<file path="src/rtl/axi_lite_led_gpio.sv">
// AXI4-Lite slave driving board LEDs with a hardware blink engine and
// synchronised GPI readback. Single-beat transactions only.
module axi_lite_led_gpio #(
    parameter int unsigned GPIO_WIDTH    = 4,
    parameter int unsigned ADDR_WIDTH    = 5,
    parameter logic [31:0] BLINK_DEFAULT = 32'd25_000_000
) (
    input  logic                  ACLK,
    input  logic                  ARESET,
    input  logic [ADDR_WIDTH-1:0] S_AXI_AWADDR,
    input  logic                  S_AXI_AWVALID,
    output logic                  S_AXI_AWREADY,
    input  logic [31:0]           S_AXI_WDATA,
    input  logic [3:0]            S_AXI_WSTRB,
    input  logic                  S_AXI_WVALID,
    output logic                  S_AXI_WREADY,
    output logic [1:0]            S_AXI_BRESP,
    output logic                  S_AXI_BVALID,
    input  logic                  S_AXI_BREADY,
    input  logic [ADDR_WIDTH-1:0] S_AXI_ARADDR,
    input  logic                  S_AXI_ARVALID,
    output logic                  S_AXI_ARREADY,
    output logic [31:0]           S_AXI_RDATA,
    output logic [1:0]            S_AXI_RRESP,
    output logic                  S_AXI_RVALID,
    input  logic                  S_AXI_RREADY,
    output logic [GPIO_WIDTH-1:0] LED_O,
    input  logic [GPIO_WIDTH-1:0] GPI_I
);

    typedef enum logic [1:0] {
        W_IDLE    = 2'd0,
        W_HAVE_AW = 2'd1,
        W_HAVE_W  = 2'd2,
        W_RESP    = 2'd3
    } w_state_t;

    typedef enum logic {
        R_IDLE = 1'b0,
        R_DATA = 1'b1
    } r_state_t;

    localparam logic [1:0] RESP_OKAY   = 2'b00;
    localparam logic [1:0] RESP_SLVERR = 2'b10;

    localparam logic [ADDR_WIDTH-1:0] OFF_LED    = ADDR_WIDTH'(32'h00);
    localparam logic [ADDR_WIDTH-1:0] OFF_MASK   = ADDR_WIDTH'(32'h04);
    localparam logic [ADDR_WIDTH-1:0] OFF_GPI    = ADDR_WIDTH'(32'h08);
    localparam logic [ADDR_WIDTH-1:0] OFF_CTRL   = ADDR_WIDTH'(32'h0C);
    localparam logic [ADDR_WIDTH-1:0] OFF_PERIOD = ADDR_WIDTH'(32'h10);

    function automatic logic [31:0] apply_strb(input logic [31:0] old_val,
                                               input logic [31:0] new_val,
                                               input logic [3:0]  strb);
        logic [31:0] res;
        for (int b = 0; b < 4; b++) begin
            res[8*b +: 8] = strb[b] ? new_val[8*b +: 8] : old_val[8*b +: 8];
        end
        return res;
    endfunction

    function automatic logic [ADDR_WIDTH-1:0] word_addr(input logic [ADDR_WIDTH-1:0] a);
        return a & ~ADDR_WIDTH'(32'h3);
    endfunction

    w_state_t               w_state_r, w_next_s;
    r_state_t               r_state_r, r_next_s;
    logic                   aw_ready_r, w_ready_r, bvalid_r, ar_ready_r, rvalid_r;
    logic [1:0]             bresp_r, rresp_r;
    logic [31:0]            rdata_r;
    logic [ADDR_WIDTH-1:0]  aw_addr_r;
    logic [31:0]            w_data_r;
    logic [3:0]             w_strb_r;
    logic                   aw_hs_s, w_hs_s, ar_hs_s, wr_en_s;
    logic [ADDR_WIDTH-1:0]  wr_addr_s;
    logic [31:0]            wr_data_s;
    logic [3:0]             wr_strb_s;
    logic                   wr_led_s, wr_mask_s, wr_ctrl_s, wr_period_s, wr_ok_s;
    logic [31:0]            rd_data_s;
    logic [1:0]             rd_resp_s;
    logic [GPIO_WIDTH-1:0]  led_data_r, blink_mask_r, led_out_r;
    logic [GPIO_WIDTH-1:0]  gpi_sync1_r, gpi_sync2_r;
    logic                   blink_en_r, blink_phase_r, blink_wrap_s, blink_clear_s;
    logic [31:0]            blink_period_r, blink_cnt_r;

    assign aw_hs_s = S_AXI_AWVALID && aw_ready_r;
    assign w_hs_s  = S_AXI_WVALID && w_ready_r;
    assign ar_hs_s = S_AXI_ARVALID && ar_ready_r;

    // A half-latched transaction completes with the latched side plus the live side.
    assign wr_addr_s = (w_state_r == W_HAVE_AW) ? aw_addr_r : S_AXI_AWADDR;
    assign wr_data_s = (w_state_r == W_HAVE_W)  ? w_data_r  : S_AXI_WDATA;
    assign wr_strb_s = (w_state_r == W_HAVE_W)  ? w_strb_r  : S_AXI_WSTRB;

    // Write channel next-state logic and write strobe generation.
    always_comb begin
        w_next_s = w_state_r;
        wr_en_s  = 1'b0;
        case (w_state_r)
            W_IDLE: begin
                if (aw_hs_s && w_hs_s) begin
                    w_next_s = W_RESP;
                    wr_en_s  = 1'b1;
                end else if (aw_hs_s) begin
                    w_next_s = W_HAVE_AW;
                end else if (w_hs_s) begin
                    w_next_s = W_HAVE_W;
                end else begin
                    w_next_s = W_IDLE;
                end
            end
            W_HAVE_AW: begin
                if (w_hs_s) begin
                    w_next_s = W_RESP;
                    wr_en_s  = 1'b1;
                end else begin
                    w_next_s = W_HAVE_AW;
                end
            end
            W_HAVE_W: begin
                if (aw_hs_s) begin
                    w_next_s = W_RESP;
                    wr_en_s  = 1'b1;
                end else begin
                    w_next_s = W_HAVE_W;
                end
            end
            W_RESP: begin
                if (S_AXI_BREADY) begin
                    w_next_s = W_IDLE;
                end else begin
                    w_next_s = W_RESP;
                end
            end
            default: w_next_s = W_IDLE;
        endcase
    end

    // Write address decode; the GPI offset is a silent read-only target.
    always_comb begin
        wr_led_s    = 1'b0;
        wr_mask_s   = 1'b0;
        wr_ctrl_s   = 1'b0;
        wr_period_s = 1'b0;
        wr_ok_s     = 1'b1;
        case (word_addr(wr_addr_s))
            OFF_LED:    wr_led_s    = wr_en_s;
            OFF_MASK:   wr_mask_s   = wr_en_s;
            OFF_GPI:    wr_ok_s     = 1'b1;
            OFF_CTRL:   wr_ctrl_s   = wr_en_s;
            OFF_PERIOD: wr_period_s = wr_en_s;
            default:    wr_ok_s     = 1'b0;
        endcase
    end

    // Write channel state, handshake outputs and half-transaction latches.
    always_ff @(posedge ACLK) begin
        if (ARESET) begin
            w_state_r  <= W_IDLE;
            aw_ready_r <= 1'b0;
            w_ready_r  <= 1'b0;
            bvalid_r   <= 1'b0;
            bresp_r    <= RESP_OKAY;
            aw_addr_r  <= '0;
            w_data_r   <= 32'h0;
            w_strb_r   <= 4'h0;
        end else begin
            w_state_r  <= w_next_s;
            aw_ready_r <= (w_next_s == W_IDLE) || (w_next_s == W_HAVE_W);
            w_ready_r  <= (w_next_s == W_IDLE) || (w_next_s == W_HAVE_AW);
            bvalid_r   <= (w_next_s == W_RESP);
            if (aw_hs_s) begin
                aw_addr_r <= S_AXI_AWADDR;
            end
            if (w_hs_s) begin
                w_data_r <= S_AXI_WDATA;
                w_strb_r <= S_AXI_WSTRB;
            end
            if (wr_en_s) begin
                bresp_r <= wr_ok_s ? RESP_OKAY : RESP_SLVERR;
            end
        end
    end

    // Read mux samples pre-write register values.
    always_comb begin
        rd_data_s = 32'h0;
        rd_resp_s = RESP_OKAY;
        case (word_addr(S_AXI_ARADDR))
            OFF_LED:    rd_data_s = 32'(led_data_r);
            OFF_MASK:   rd_data_s = 32'(blink_mask_r);
            OFF_GPI:    rd_data_s = 32'(gpi_sync2_r);
            OFF_CTRL:   rd_data_s = {30'd0, blink_phase_r, blink_en_r};
            OFF_PERIOD: rd_data_s = blink_period_r;
            default:    rd_resp_s = RESP_SLVERR;
        endcase
    end

    // Read channel next-state logic.
    always_comb begin
        r_next_s = r_state_r;
        case (r_state_r)
            R_IDLE: begin
                if (ar_hs_s) begin
                    r_next_s = R_DATA;
                end else begin
                    r_next_s = R_IDLE;
                end
            end
            R_DATA: begin
                if (S_AXI_RREADY) begin
                    r_next_s = R_IDLE;
                end else begin
                    r_next_s = R_DATA;
                end
            end
            default: r_next_s = R_IDLE;
        endcase
    end

    // Read channel state and registered response.
    always_ff @(posedge ACLK) begin
        if (ARESET) begin
            r_state_r  <= R_IDLE;
            ar_ready_r <= 1'b0;
            rvalid_r   <= 1'b0;
            rdata_r    <= 32'h0;
            rresp_r    <= RESP_OKAY;
        end else begin
            r_state_r  <= r_next_s;
            ar_ready_r <= (r_next_s == R_IDLE);
            rvalid_r   <= (r_next_s == R_DATA);
            if (ar_hs_s) begin
                rdata_r <= rd_data_s;
                rresp_r <= rd_resp_s;
            end
        end
    end

    // Periods 0 and 1 both degenerate to a toggle every cycle.
    assign blink_wrap_s  = (blink_period_r <= 32'd1) || (blink_cnt_r == blink_period_r - 32'd1);
    assign blink_clear_s = wr_ctrl_s && wr_strb_s[0] && !wr_data_s[0];

    // Register file, blink engine, GPI synchroniser and LED output stage.
    always_ff @(posedge ACLK) begin
        if (ARESET) begin
            led_data_r     <= '0;
            blink_mask_r   <= '0;
            blink_en_r     <= 1'b0;
            blink_phase_r  <= 1'b0;
            blink_period_r <= BLINK_DEFAULT;
            blink_cnt_r    <= 32'h0;
            gpi_sync1_r    <= '0;
            gpi_sync2_r    <= '0;
            led_out_r      <= '0;
        end else begin
            gpi_sync1_r <= GPI_I;
            gpi_sync2_r <= gpi_sync1_r;
            if (wr_led_s) begin
                led_data_r <= GPIO_WIDTH'(apply_strb(32'(led_data_r), wr_data_s, wr_strb_s));
            end
            if (wr_mask_s) begin
                blink_mask_r <= GPIO_WIDTH'(apply_strb(32'(blink_mask_r), wr_data_s, wr_strb_s));
            end
            if (wr_period_s) begin
                blink_period_r <= apply_strb(blink_period_r, wr_data_s, wr_strb_s);
            end
            if (wr_ctrl_s && wr_strb_s[0]) begin
                blink_en_r <= wr_data_s[0];
            end
            if (blink_clear_s) begin
                blink_cnt_r   <= 32'h0;
                blink_phase_r <= 1'b0;
            end else if (wr_period_s) begin
                blink_cnt_r <= 32'h0;
            end else if (blink_en_r) begin
                if (blink_wrap_s) begin
                    blink_cnt_r   <= 32'h0;
                    blink_phase_r <= ~blink_phase_r;
                end else begin
                    blink_cnt_r <= blink_cnt_r + 32'd1;
                end
            end
            led_out_r <= led_data_r ^ (blink_phase_r ? blink_mask_r : '0);
        end
    end

    assign S_AXI_AWREADY = aw_ready_r;
    assign S_AXI_WREADY  = w_ready_r;
    assign S_AXI_BVALID  = bvalid_r;
    assign S_AXI_BRESP   = bresp_r;
    assign S_AXI_ARREADY = ar_ready_r;
    assign S_AXI_RVALID  = rvalid_r;
    assign S_AXI_RDATA   = rdata_r;
    assign S_AXI_RRESP   = rresp_r;
    assign LED_O         = led_out_r;

endmodule

</file>
<file path="config.mk">
export PLATFORM = sky130hd
export DESIGN_NAME = axi_lite_led_gpio
export DESIGN_NICKNAME = d
export VERILOG_FILES = /design/src/rtl/axi_lite_led_gpio.sv
export SDC_FILE = /design/constraint.sdc
export NUM_CORES = 1
export LEC_CHECK = 0
export ABC_AREA = 0
export CORE_UTILIZATION = 56
export CTS_CLUSTER_DIAMETER = 120
export CTS_CLUSTER_SIZE = 28
export DETAILED_ROUTE_END_ITERATION = 6
export GPL_ROUTABILITY_DRIVEN = 0
export PLACE_DENSITY = 0.81
export SLEW_MARGIN = 20
export SYNTH_ARGS = -nofsm -noshare
export SYNTH_HDL_FRONTEND = slang
export SYNTH_SLANG_ARGS = --single-unit
</file>
<file path="constraint.sdc">
create_clock -name ACLK -period 4.4 [get_ports ACLK]
set_input_delay 0.66 -clock ACLK [delete_from_list [all_inputs] [get_ports ACLK]]
set_output_delay 0.66 -clock ACLK [all_outputs]
set_load 0.01 [all_outputs]
</file>
======== Word level (Yosys, flattened, before mapping) ========
Cells that the tools add are included.
word-level totals
  register bits after elaboration ......... 170
  word-level logic and storage cells ...... 99
operators by class
  $add $sub $neg .......................... 2
  magnitude comparators ................... 1
  eq/ne operators ......................... 15
  mux-type cells .......................... 27
  bitwise operators ....................... 5
  reductions and logical operators ........ 25
operators by type and width
  cell                     number
  $pmux W32 S5             1
  $mux W32                 2
  $add A32 B1 Y32 const B  1
  $eq A32 B32 Y1           1
  $le A32 B1 Y1 const B    1
  $sub A32 B1 Y32 const B  1
  $mux W2                  7
  $eq A3 B2 Y1 const B     4
  $reduce_and A2 Y1        6
  $mux W1                  11
  $logic_not A5 Y1         2
  $reduce_or A5 Y1         2
  $eq A2 B2 Y1 const B     4
  $mux W4                  2
  $pmux W2 S4              1
  $eq A3 B1 Y1 const B     2
  $eq A3 B3 Y1 const B     2
  $logic_and A1 B1 Y1      6
  $mux W5                  1
  $eq A2 B1 Y1 const B     2
  $logic_not A2 Y1         2
  $not A1 Y1               4
  $xor A4 B4 Y4            1
  $logic_or A1 B1 Y1       3
  6 further kinds          6

======== Longest topological paths before layout ========
Gate-level depths: netlist of run 1.
  depth after elaboration ................. 8
  depth in mapped cells ................... 13
  gate-level depth less buffers ........... 10

======== Least setup slack after synthesis of run 1 ========
No wires, ideal clock.
  kind .................................... register -> register
  from .................................... reg blink_period_r[0]
  to ...................................... reg blink_cnt_r[24]
  setup time .............................. 115 ps
  arrival ................................. 3,115 ps
  data required time ...................... 4,285 ps
  slack ................................... 1,170 ps
  stages on the path, launching flop included .. 14
  path buffers ............................ 3
  clock period less this slack ............ 3,230 ps
  cell sequence ........................... dfxtp_1 -> clkbuf_1 -> inv_1 -> ha_1 -> clkbuf_1 -> nor4b_2 -> nand4_1 -> mux2i_1 -> or3b_1 -> or4_4 -> nor4_4 -> o22a_4 -> buf_12 -> nor2_2
between the ends
  longest elaborated chain between the ends .. 4
  elaborated cells on any way between the ends .. 5
  those cells by class .................... add/sub (1); order compare (1); eq/ne (1); mux (1); reduce/logical (1)
RTL lines
  item                    line  text
  start, declared         84    logic [31:0] blink_period_r, blink_cnt_r;
  start signal, assigned  266   blink_period_r <= apply_strb(blink_period_r, wr_data_s, wr_strb_s);
  $sub A32 B1 Y32         241   assign blink_wrap_s = (blink_period_r <= 32'd1) || (blink_cnt_r == blink_period_r - 32'd1);
  $eq A32 B32 Y1          241
  $logic_or A1 B1 Y1 *    241
  $mux W32 *              277   if (blink_wrap_s) begin
  end signal, assigned    281   blink_cnt_r <= blink_cnt_r + 32'd1;
  end, declared           84
Mark *: on every way between the ends. The rest lies on a longest branch, timed or not.
A chain may end at the register's enable or synchronous reset.

======== Worst setup path after layout of run 1 ========
  from .................................... reg blink_period_r[0]
  to ...................................... reg blink_cnt_r[18]
The elaborated chain is that of the path after synthesis.

==> flow_summary.toml, run 1 <==
[finish]
multi_input_area_sq_um = 4305
post-route-util = 0.6824
nets = 1069
fill_cells = 1168
fin_area_sq_um = 9473
area_growth_pct = 19.27
diodes = 0
fin_cells = 1202
drive_above_1_share = 0.06849
regArea_sq_um = 3323

[sta]
hold_viol = 0
post-route-min-period_ns = 3.597
max_freq_ghz = 0.2780
fin_skew_ns = 0.006767
relSlewSlack = 0.3465
rsz0062_at_grt = "false"
holdWs_ns = 0.4348
timing.final.max_slew_violations = 0
period_share = 0.8175
worst_pin_slew_ns = 0.9802
layout_setup_ws_ns = 0.8028
setup_viol_count_final = 0
fin_tns_setup_ns = 0

[power_and_ir_drop]
power.total_mw = 3.261
ir_worst_vdd_mv = 0.2535
power_frac_comb = 0.081
leakage_nw = 3.474
seqPwrFrac = 0.478
switching_power_uw = 783.5
p_int_mw = 2.477
swShare = 0.2403
clkPwrFrac = 0.441
p_per_area_nw_per_um2 = 344.2

[setup_path]
setup.worst_path.class = "reg2reg"
worst_r2r_endpoint = "blink_cnt_r[18]"
required_ns = 4.70
start_kind = "register"
arrival_ns = 3.90
path_max_fanout = 30
r2r_cells = 10
crit_path_end_kind = "register"
reg2reg_from = "blink_period_r[0]"
rrSetupSlack_ns = 0.80

[die]
rows = 43
die_w_um = 121.1
die_h_um = 121.1
coreArea_sq_um = 13880
io_pins = 102
die_area_sq_um = 14660
start_util = 0.5722

[placement]
place_area_sq_um = 8896
dp.final_hpwl_mm = 13.32
port_buffers = 95
dpl_worst_slack_ns = 0.8381
dp_cells = 1170

[global_routing]
antenna_found_initial = 0
grt_first_pass_wirelength_mm = 31.18
grt_pass1_vias = 6379
grt_overflow = 0
grt_max_degree = 100
grt_usage = 0.2704

[routing]
drc_errors = 0
wl_mm = 18.93
num_vias = 6877
drt_iter0_drc = 483
antenna_left = 0
dr.pass1.iters = 7
vias_per_cell = 5.721
post_drt_wl_per_cell_um = 15.75

[synth]
synth_edf_count = 0
netlist_instances = 951
synth.top_cell.area_share = 0.4184
yosysWarnings = 0
ys_seq_elements = 166
ys_types = 66
synth.most_common_cell = "dfxtp_1"
async_reset_ff_frac = 0
synth_area_leaders = "dfxtp_1, nand2_1, mux2i_1, a21oi_1, nor2_1"
synth_common_cells = "dfxtp_1, nand2_1, nor2_1"
netlist.top_cell.by_area = "dfxtp_1"
syn_area_per_cell_sq_um = 8.352
ys_seq_area_frac = 0.4184
syn_area_sq_um = 7943
synthFlopType = "dfxtp_1"

[clock_network]
htree_levels = 4
clock_latency_ns = 0.43
clk_path_buf_depth = 2
clock_tree.root_cell = "clkbuf_16"
cts_setup_buffers = 0
hold_buffers = 0
clkTransAtPathRegs_ns = 0.07
cts.repair.resized = 0
cts_sinks = 166
numCtsBuffers = 17
cts_tree = "built"

[worst_hold_path]
hold_class = "reg2reg"
holdCritStartpoint = "gpi_sync1_r[3]"
min_path_cells = 1
worst_hold_path.endpoint = "gpi_sync2_r[3]"

[job]
max_cap_violations = 0

[outcome]
status = "finished clean"
## worst max-delay path by stage
stage / from / endpoint / slack, ns
6_report: blink_period_r[0] / blink_cnt_r[18] / 0.80
5_1_grt: blink_period_r[0] / blink_cnt_r[20] / 0.57
4_1_cts: blink_period_r[0] / blink_cnt_r[18] / 0.82
3_5_place_dp: blink_period_r[0] / blink_cnt_r[14] / 0.84
3_3_place_gp: blink_period_r[0] / blink_cnt_r[3] / 0.91
2_1_floorplan: blink_period_r[0] / blink_cnt_r[24] / 1.17
## registers in the layout, summed over array words and instances, names as in the netlist, 2 cells and up
signal          count
blink_cnt_r        32
blink_period_r     32
w_state_r           2
LED_O               4
S_AXI_RDATA        32
led_data_r          4
gpi_sync2_r         4
blink_mask_r        4
gpi_sync1_r         4
w_data_r           32
w_strb_r            4
aw_addr_r           3
## critical path: stages, from the launching register on
cell,delay [ns]
dfxtp_1,0.42
inv_1,0.10
ha_1,0.33
nor4b_2,0.46
nand4_1,0.23
mux2i_1,0.17
or3b_1,0.37
or4_4,0.51
nor4_4,0.29
o22a_4,0.45
nor2_1,0.10
## layout by cell type (no fill, tap or decap), types with 3 or more instances in the layout
cell	instances
dfxtp_1	166
nand2_1	139
nor2_1	104
clkdlybuf4s50_1	94
a21oi_1	80
mux2i_1	51
nand3_1	48
xor2_1	44
xnor2_1	29
nand4_1	18
a211oi_1	18
clkbuf_16	17
nor2b_1	15
nor3_1	13
nand2b_1	12
o21ai_0	12
nor4_1	12
nor2_2	10
a211o_1	10
buf_4	10
or3_1	8
inv_1	7
a31oi_1	7
and4_1	6
or4_1	5
and3_1	5
a41oi_1	4
mux2_2	4
and2_1	3
or4_4	3
o211ai_1	3
o22ai_1	3
o31ai_1	3
or2_2	3
ha_1	3
clkinv_4	3
## metal layers
| metal | vias to the layer above | routed length (um) | global-route usage | share of wire |
|---|---|---|---|---|
| li1 | 3426 | - | - | - |
| met1 | 3235 | 8619 | 0.3583 | 0.46 |
| met2 | 188 | 8920 | 0.4389 | 0.47 |
| met3 | 28 | 986 | 0.05310 | 0.052 |
| met4 | 0 | 406 | 0.09182 | 0.021 |
| met5 | - | 0 | 0 | 0 |
## layout make-up
| cell class | instances | share of cell area |
|---|---|---|
| clock buffers | 21 | 0.04861 |
| clock inverters | 11 | 0.01228 |
| inverters | 7 | 0.002774 |
| multi-input cells | 713 | 0.4545 |
| flip-flops and latches | 166 | 0.3508 |
| well taps | 180 | 0.02377 |
| repair buffers | 104 | 0.1073 |
## cell families after synthesis
family / after synthesis / share of synthesized area
simple gates: 419 / 0.2550
flops: 166 / 0.4184
compound gates: 160 / 0.1271
xor+xnor: 73 / 0.08050
buf+inv: 73 / 0.04096
mux: 56 / 0.07278
fa+ha+maj: 3 / 0.004726
other cells: 1 / 0.0004721
## power by group through the flow
stage	clock network [mW]	logic (mW)	registers (mW)
final	1.44	0.263	1.56
after global routing	1.53	0.288	1.56
after CTS	1.46	0.264	1.56
after detailed placement	0	0.262	1.59
after global placement	0	0.258	1.59
after floorplan	0	0.161	1.59
No activity file was read; power rests on OpenSTA's default activity.
==> inputs of run 2 (changes only) <==
==> constraint.sdc (replaced) <==
create_clock -name ACLK -period 3.54 [get_ports ACLK]
set_input_delay 0.531 -clock ACLK [delete_from_list [all_inputs] [get_ports ACLK]]
set_output_delay 0.531 -clock ACLK [all_outputs]
set_load 0.01 [all_outputs]
==> flow_summary.toml, run 2 (same netlist as run 1, synthesis figures left out) <==
[routing]
wl_mm = 19.04
dr.pass1.iters = 7
num_vias = 6940
vias_per_cell = 5.726
drc_errors = 0
antenna_left = 0
post_drt_wl_per_cell_um = 15.71
drt_iter0_drc = 643

[setup_path]
setup.worst_path.class = "reg2reg"
slowest_delay_ns = 0.58
crit_path_end_kind = "register"
crit_family = "simple AND/OR/NAND/NOR gates"
path_max_fanout = 30
cp_common_cell = "or4_4"
critPathBufInv = 0
path_cells = "or4_4, or4_4, o21ai_1, nand4_1, or4_4, nor4_4, o22a_4, nor2_1"
start_kind = "register"
arrival_ns = 3.58
slowest_stage = "or4_4"
required_ns = 3.84

[die]
coreArea_sq_um = 13880
rows = 43
die_w_um = 121.1
io_pins = 102
die_area_sq_um = 14660
die_h_um = 121.1
start_util = 0.5722

[power_and_ir_drop]
power_frac_comb = 0.081
p_int_mw = 3.067
seqPwrFrac = 0.474
p_per_area_nw_per_um2 = 427.1
leakage_nw = 3.533
switching_power_mw = 1.020
ir_worst_vdd_mv = 0.3907
clkPwrFrac = 0.445
swShare = 0.2495

[global_routing]
grt_pass1_vias = 6295
grt_max_degree = 115
grt_overflow = 0
grt_first_pass_wirelength_mm = 31.07
antenna_found_initial = 0
grt_usage = 0.2710

[sta]
worst_pin_slew_ns = 0.8215
period_share = 0.9270
relSlewSlack = 0.4523
fin_skew_ns = 0.01045
fin_tns_setup_ns = 0
post-route-min-period_ns = 3.282
setup_viol_count_final = 0
hold_viol = 0
rsz0062_at_grt = "false"
max_freq_ghz = 0.3047
timing.final.max_slew_violations = 0

[finish]
final_common_cell = "dfxtp_1"
layout_common_cells = "dfxtp_1, nand2_1, nor2_1, clkdlybuf4s50_1, a21oi_1"
diodes = 0
nets = 1079
drive_above_1_share = 0.08043
area_growth_pct = 20.48
fill_cells = 1101
post-route-util = 0.6894

[clock_network]
numCtsBuffers = 17
cts_sinks = 166
cts_setup_buffers = 0
clk_path_buf_depth = 2
cts_tree = "built"
clock_latency_ns = 0.43
htree_levels = 4
clkTransAtPathRegs_ns = 0.07
clock_tree.root_cell = "clkbuf_16"

[job]
max_cap_violations = 0

[worst_hold_path]
hold_class = "in2reg"

[placement]
dp.final_hpwl_mm = 13.47
port_buffers = 95

[outcome]
status = "finished clean"
## run 2: cell types whose count changed in the layout (fill, tap and decap cells not counted), sizes merged
cell	before	now
clkinvlp	2	3
clkinv	4	3
clkbuf	21	18
inv	11	14
buf	10	20
## run 2: area by class of cell
type	count	area (sq um)	share of cell area
flip-flops and latches	166	3323	0.3473
clock buffers	18	439.2	0.04589
inverters	7	26.28	0.002746
well taps	180	225.2	0.02354
repair buffers	114	1095	0.1144
clock inverters	14	140.1	0.01464
multi-input cells	713	4320	0.4515
## run 2: repair_timing
| action | 4_1_cts | 5_1_grt |
|---|---|---|
| endpoints found under the setup margin | 0 | 14 |
| resized for setup | 0 | 2 |
| hold buffers | 0 | 0 |
## run 2: per-stage QoR
| step | cell area [sq um] | hold slack (ns) | instances | power [mW] | setup WS [ns] |
|---|---|---|---|---|---|
| finish | 9569 | 0.4211 | 1212 | 4.087 | 0.2585 |
| global route | 9569 | 0.4270 | 1212 | 4.223 | 0.03285 |
| CTS | 9550 | 0.4016 | 1212 | 4.107 | 0.2185 |
| global placement | 8971 | 0.4243 | 1180 | 2.301 | 0.2955 |
| detailed placement | 8971 | 0.4275 | 1180 | 2.306 | 0.2311 |
| floorplan | 7946 | 0.4138 | 952 | 2.175 | 0.3103 |
## run 2: final timing paths
check                startpoint              to  slack [ns]  cells after the start
max          blink_period_r[17]  blink_cnt_r[3]        0.26                      8
min                      ARESET    aw_addr_r[4]        0.42                      2
min reg2reg      gpi_sync1_r[3]  gpi_sync2_r[3]        0.44                      1
max reg2reg  blink_period_r[17]  blink_cnt_r[3]        0.26                      8
## run 2: metal layers
metal  vias to the layer above  part of all wire  track usage
li1                       3448                 -            -
met1                      3275              0.45       0.3635
met2                       191              0.47       0.4375
met3                        26             0.059      0.05263
met4                         0             0.017      0.08642
met5                         -                 0            0
## run 2: power groups by stage
| stage | Combinational, mW | Clock [mW] | Sequential (mW) |
|---|---|---|---|
| after floorplan | 0.201 | 0 | 1.97 |
| after global placement | 0.325 | 0 | 1.98 |
| after detailed placement | 0.328 | 0 | 1.98 |
| after CTS | 0.332 | 1.84 | 1.94 |
| after global routing | 0.361 | 1.92 | 1.94 |
| final | 0.331 | 1.82 | 1.94 |
==> inputs of run 3 (changes only) <==
--- a/config.mk
+++ b/config.mk
@@ -12,7 +12,6 @@
 export DETAILED_ROUTE_END_ITERATION = 6
 export GPL_ROUTABILITY_DRIVEN = 0
 export PLACE_DENSITY = 0.81
-export SLEW_MARGIN = 20
 export SYNTH_ARGS = -nofsm -noshare
 export SYNTH_HDL_FRONTEND = slang
 export SYNTH_SLANG_ARGS = --single-unit
==> flow_summary.toml, run 3 (same netlist as run 1, synthesis figures left out) <==
[setup_path]
path_cells = "or4_4, or4_4, o21ai_1, nand4_1, or4_4, nor4_4, o22a_4, nor2_1"
crit_path_end_kind = "register"
slowest_delay_ns = 0.58
path_max_fanout = 30
reg2reg_from = "blink_period_r[17]"
arrival_ns = 3.58
crit_family = "simple AND/OR/NAND/NOR gates"
rrSetupSlack_ns = 0.26
r2r_cells = 8
start_kind = "register"
required_ns = 3.84
worst_r2r_endpoint = "blink_cnt_r[3]"
slowest_stage = "or4_4"
crit_cells = 8
cp_common_cell = "or4_4"
startpoint = "blink_period_r[17]"
critPathBufInv = 0
setup.worst_path.class = "reg2reg"
crit_end = "blink_cnt_r[3]"

[sta]
fin_skew_ns = 0.01154
timing.final.max_slew_violations = 0
relSlewSlack = 0.2249
setup_viol_count_final = 0
max_freq_ghz = 0.3051
period_share = 0.9258
fin_tns_setup_ns = 0
hold_viol = 0
post-route-min-period_ns = 3.277
rsz0062_at_grt = "false"
worst_pin_slew_ns = 1.163

[finish]
multi_input_area_sq_um = 4320
layout_common_cells = "dfxtp_1, nand2_1, nor2_1, clkdlybuf4s50_1, a21oi_1"
regArea_sq_um = 3323
nets = 1079
drive_above_1_share = 0.08043
post-route-util = 0.6891
final_common_cell = "dfxtp_1"
diodes = 0
fill_cells = 1102
area_growth_pct = 20.43

[routing]
antenna_left = 0
vias_per_cell = 5.748
num_vias = 6966
dr.pass1.iters = 7
wl_mm = 19.07
post_drt_wl_per_cell_um = 15.73
drt_iter0_drc = 560
drc_errors = 0

[clock_network]
clk_path_buf_depth = 2
htree_levels = 4
cts.repair.resized = 0
clock_tree.root_cell = "clkbuf_16"
clkTransAtPathRegs_ns = 0.07
clock_latency_ns = 0.43
cts_sinks = 166
hold_buffers = 0
cts_tree = "built"
cts_setup_buffers = 0
numCtsBuffers = 17

[global_routing]
grt_overflow = 0
grt_pass1_vias = 6295
grt_first_pass_wirelength_mm = 31.07
grt_busiest_layer = "met2"
grt_usage = 0.2710
antenna_found_initial = 0
use_met2 = 0.4375
gr-usage-met1 = 0.3635
grt_max_degree = 115
use_met3 = 0.05263

[power_and_ir_drop]
ir_worst_vdd_mv = 0.3906
p_per_area_nw_per_um2 = 427.1
leakage_nw = 3.532

[worst_hold_path]
hold_class = "in2reg"

[die]
rows = 43
io_pins = 102
die_w_um = 121.1
die_area_sq_um = 14660
start_util = 0.5722
die_h_um = 121.1
coreArea_sq_um = 13880

[outcome]
status = "finished clean"

[placement]
dp.final_hpwl_mm = 13.47
port_buffers = 95

[job]
max_cap_violations = 0
-- run 3: cell counts in the layout (fill, tap and decap cells not counted) --
No cell type changed its count.
-- run 3: per-layer routing --
layer,up-vias,wire length (um)
met4,0,355
li1,3448,-
met1,3289,8725
met2,194,8918
met3,35,1068
met5,-,0
-- run 3: worst min path at each step --
stage,slack (ns),from,cells after the start,endpoint
4_1_cts,0.40,ARESET,2,aw_addr_r[4]
5_1_grt,0.42,ARESET,2,aw_addr_r[4]
3_5_place_dp,0.43,gpi_sync1_r[2],1,gpi_sync2_r[2]
3_3_place_gp,0.42,gpi_sync1_r[0],1,gpi_sync2_r[0]
2_1_floorplan,0.41,gpi_sync1_r[0],1,gpi_sync2_r[0]
6_report,0.41,ARESET,2,aw_addr_r[4]
-- run 3: cell type report --
class | instances | area share
clock inverter | 14 | 0.01465
sequential | 166 | 0.3474
timing repair buffer | 114 | 0.1141
clock buffer | 18 | 0.04591
tap | 180 | 0.02354
multi-input combinational | 713 | 0.4517
inverter | 7 | 0.002747
-- run 3: worst reg2reg max path: stages (launching register included) --
cell     delay [ns]
dfxtp_1        0.40
or4_4          0.58
or4_4          0.52
o21ai_1        0.14
nand4_1        0.11
or4_4          0.58
nor4_4         0.28
o22a_4         0.45
nor2_1         0.10
-- run 3: where the power goes --
group	internal (mW)	total, mW	switching [mW]
logic	0.151	0.331	0.181
registers	1.91	1.94	0.0276
clock network	1.01	1.82	0.811
-- run 3: stage by stage --
stage | instance area (sq um) | worst slack (ns) | instances | hold slack (ns) | total power, mW
global route | 9565 | 0.03285 | 1212 | 0.4223 | 4.223
finish | 9565 | 0.2625 | 1212 | 0.4148 | 4.086
CTS | 9550 | 0.2185 | 1212 | 0.4016 | 4.107
global placement | 8971 | 0.2955 | 1180 | 0.4243 | 2.301
detailed placement | 8971 | 0.2311 | 1180 | 0.4275 | 2.306
floorplan | 7946 | 0.3103 | 952 | 0.4138 | 2.175
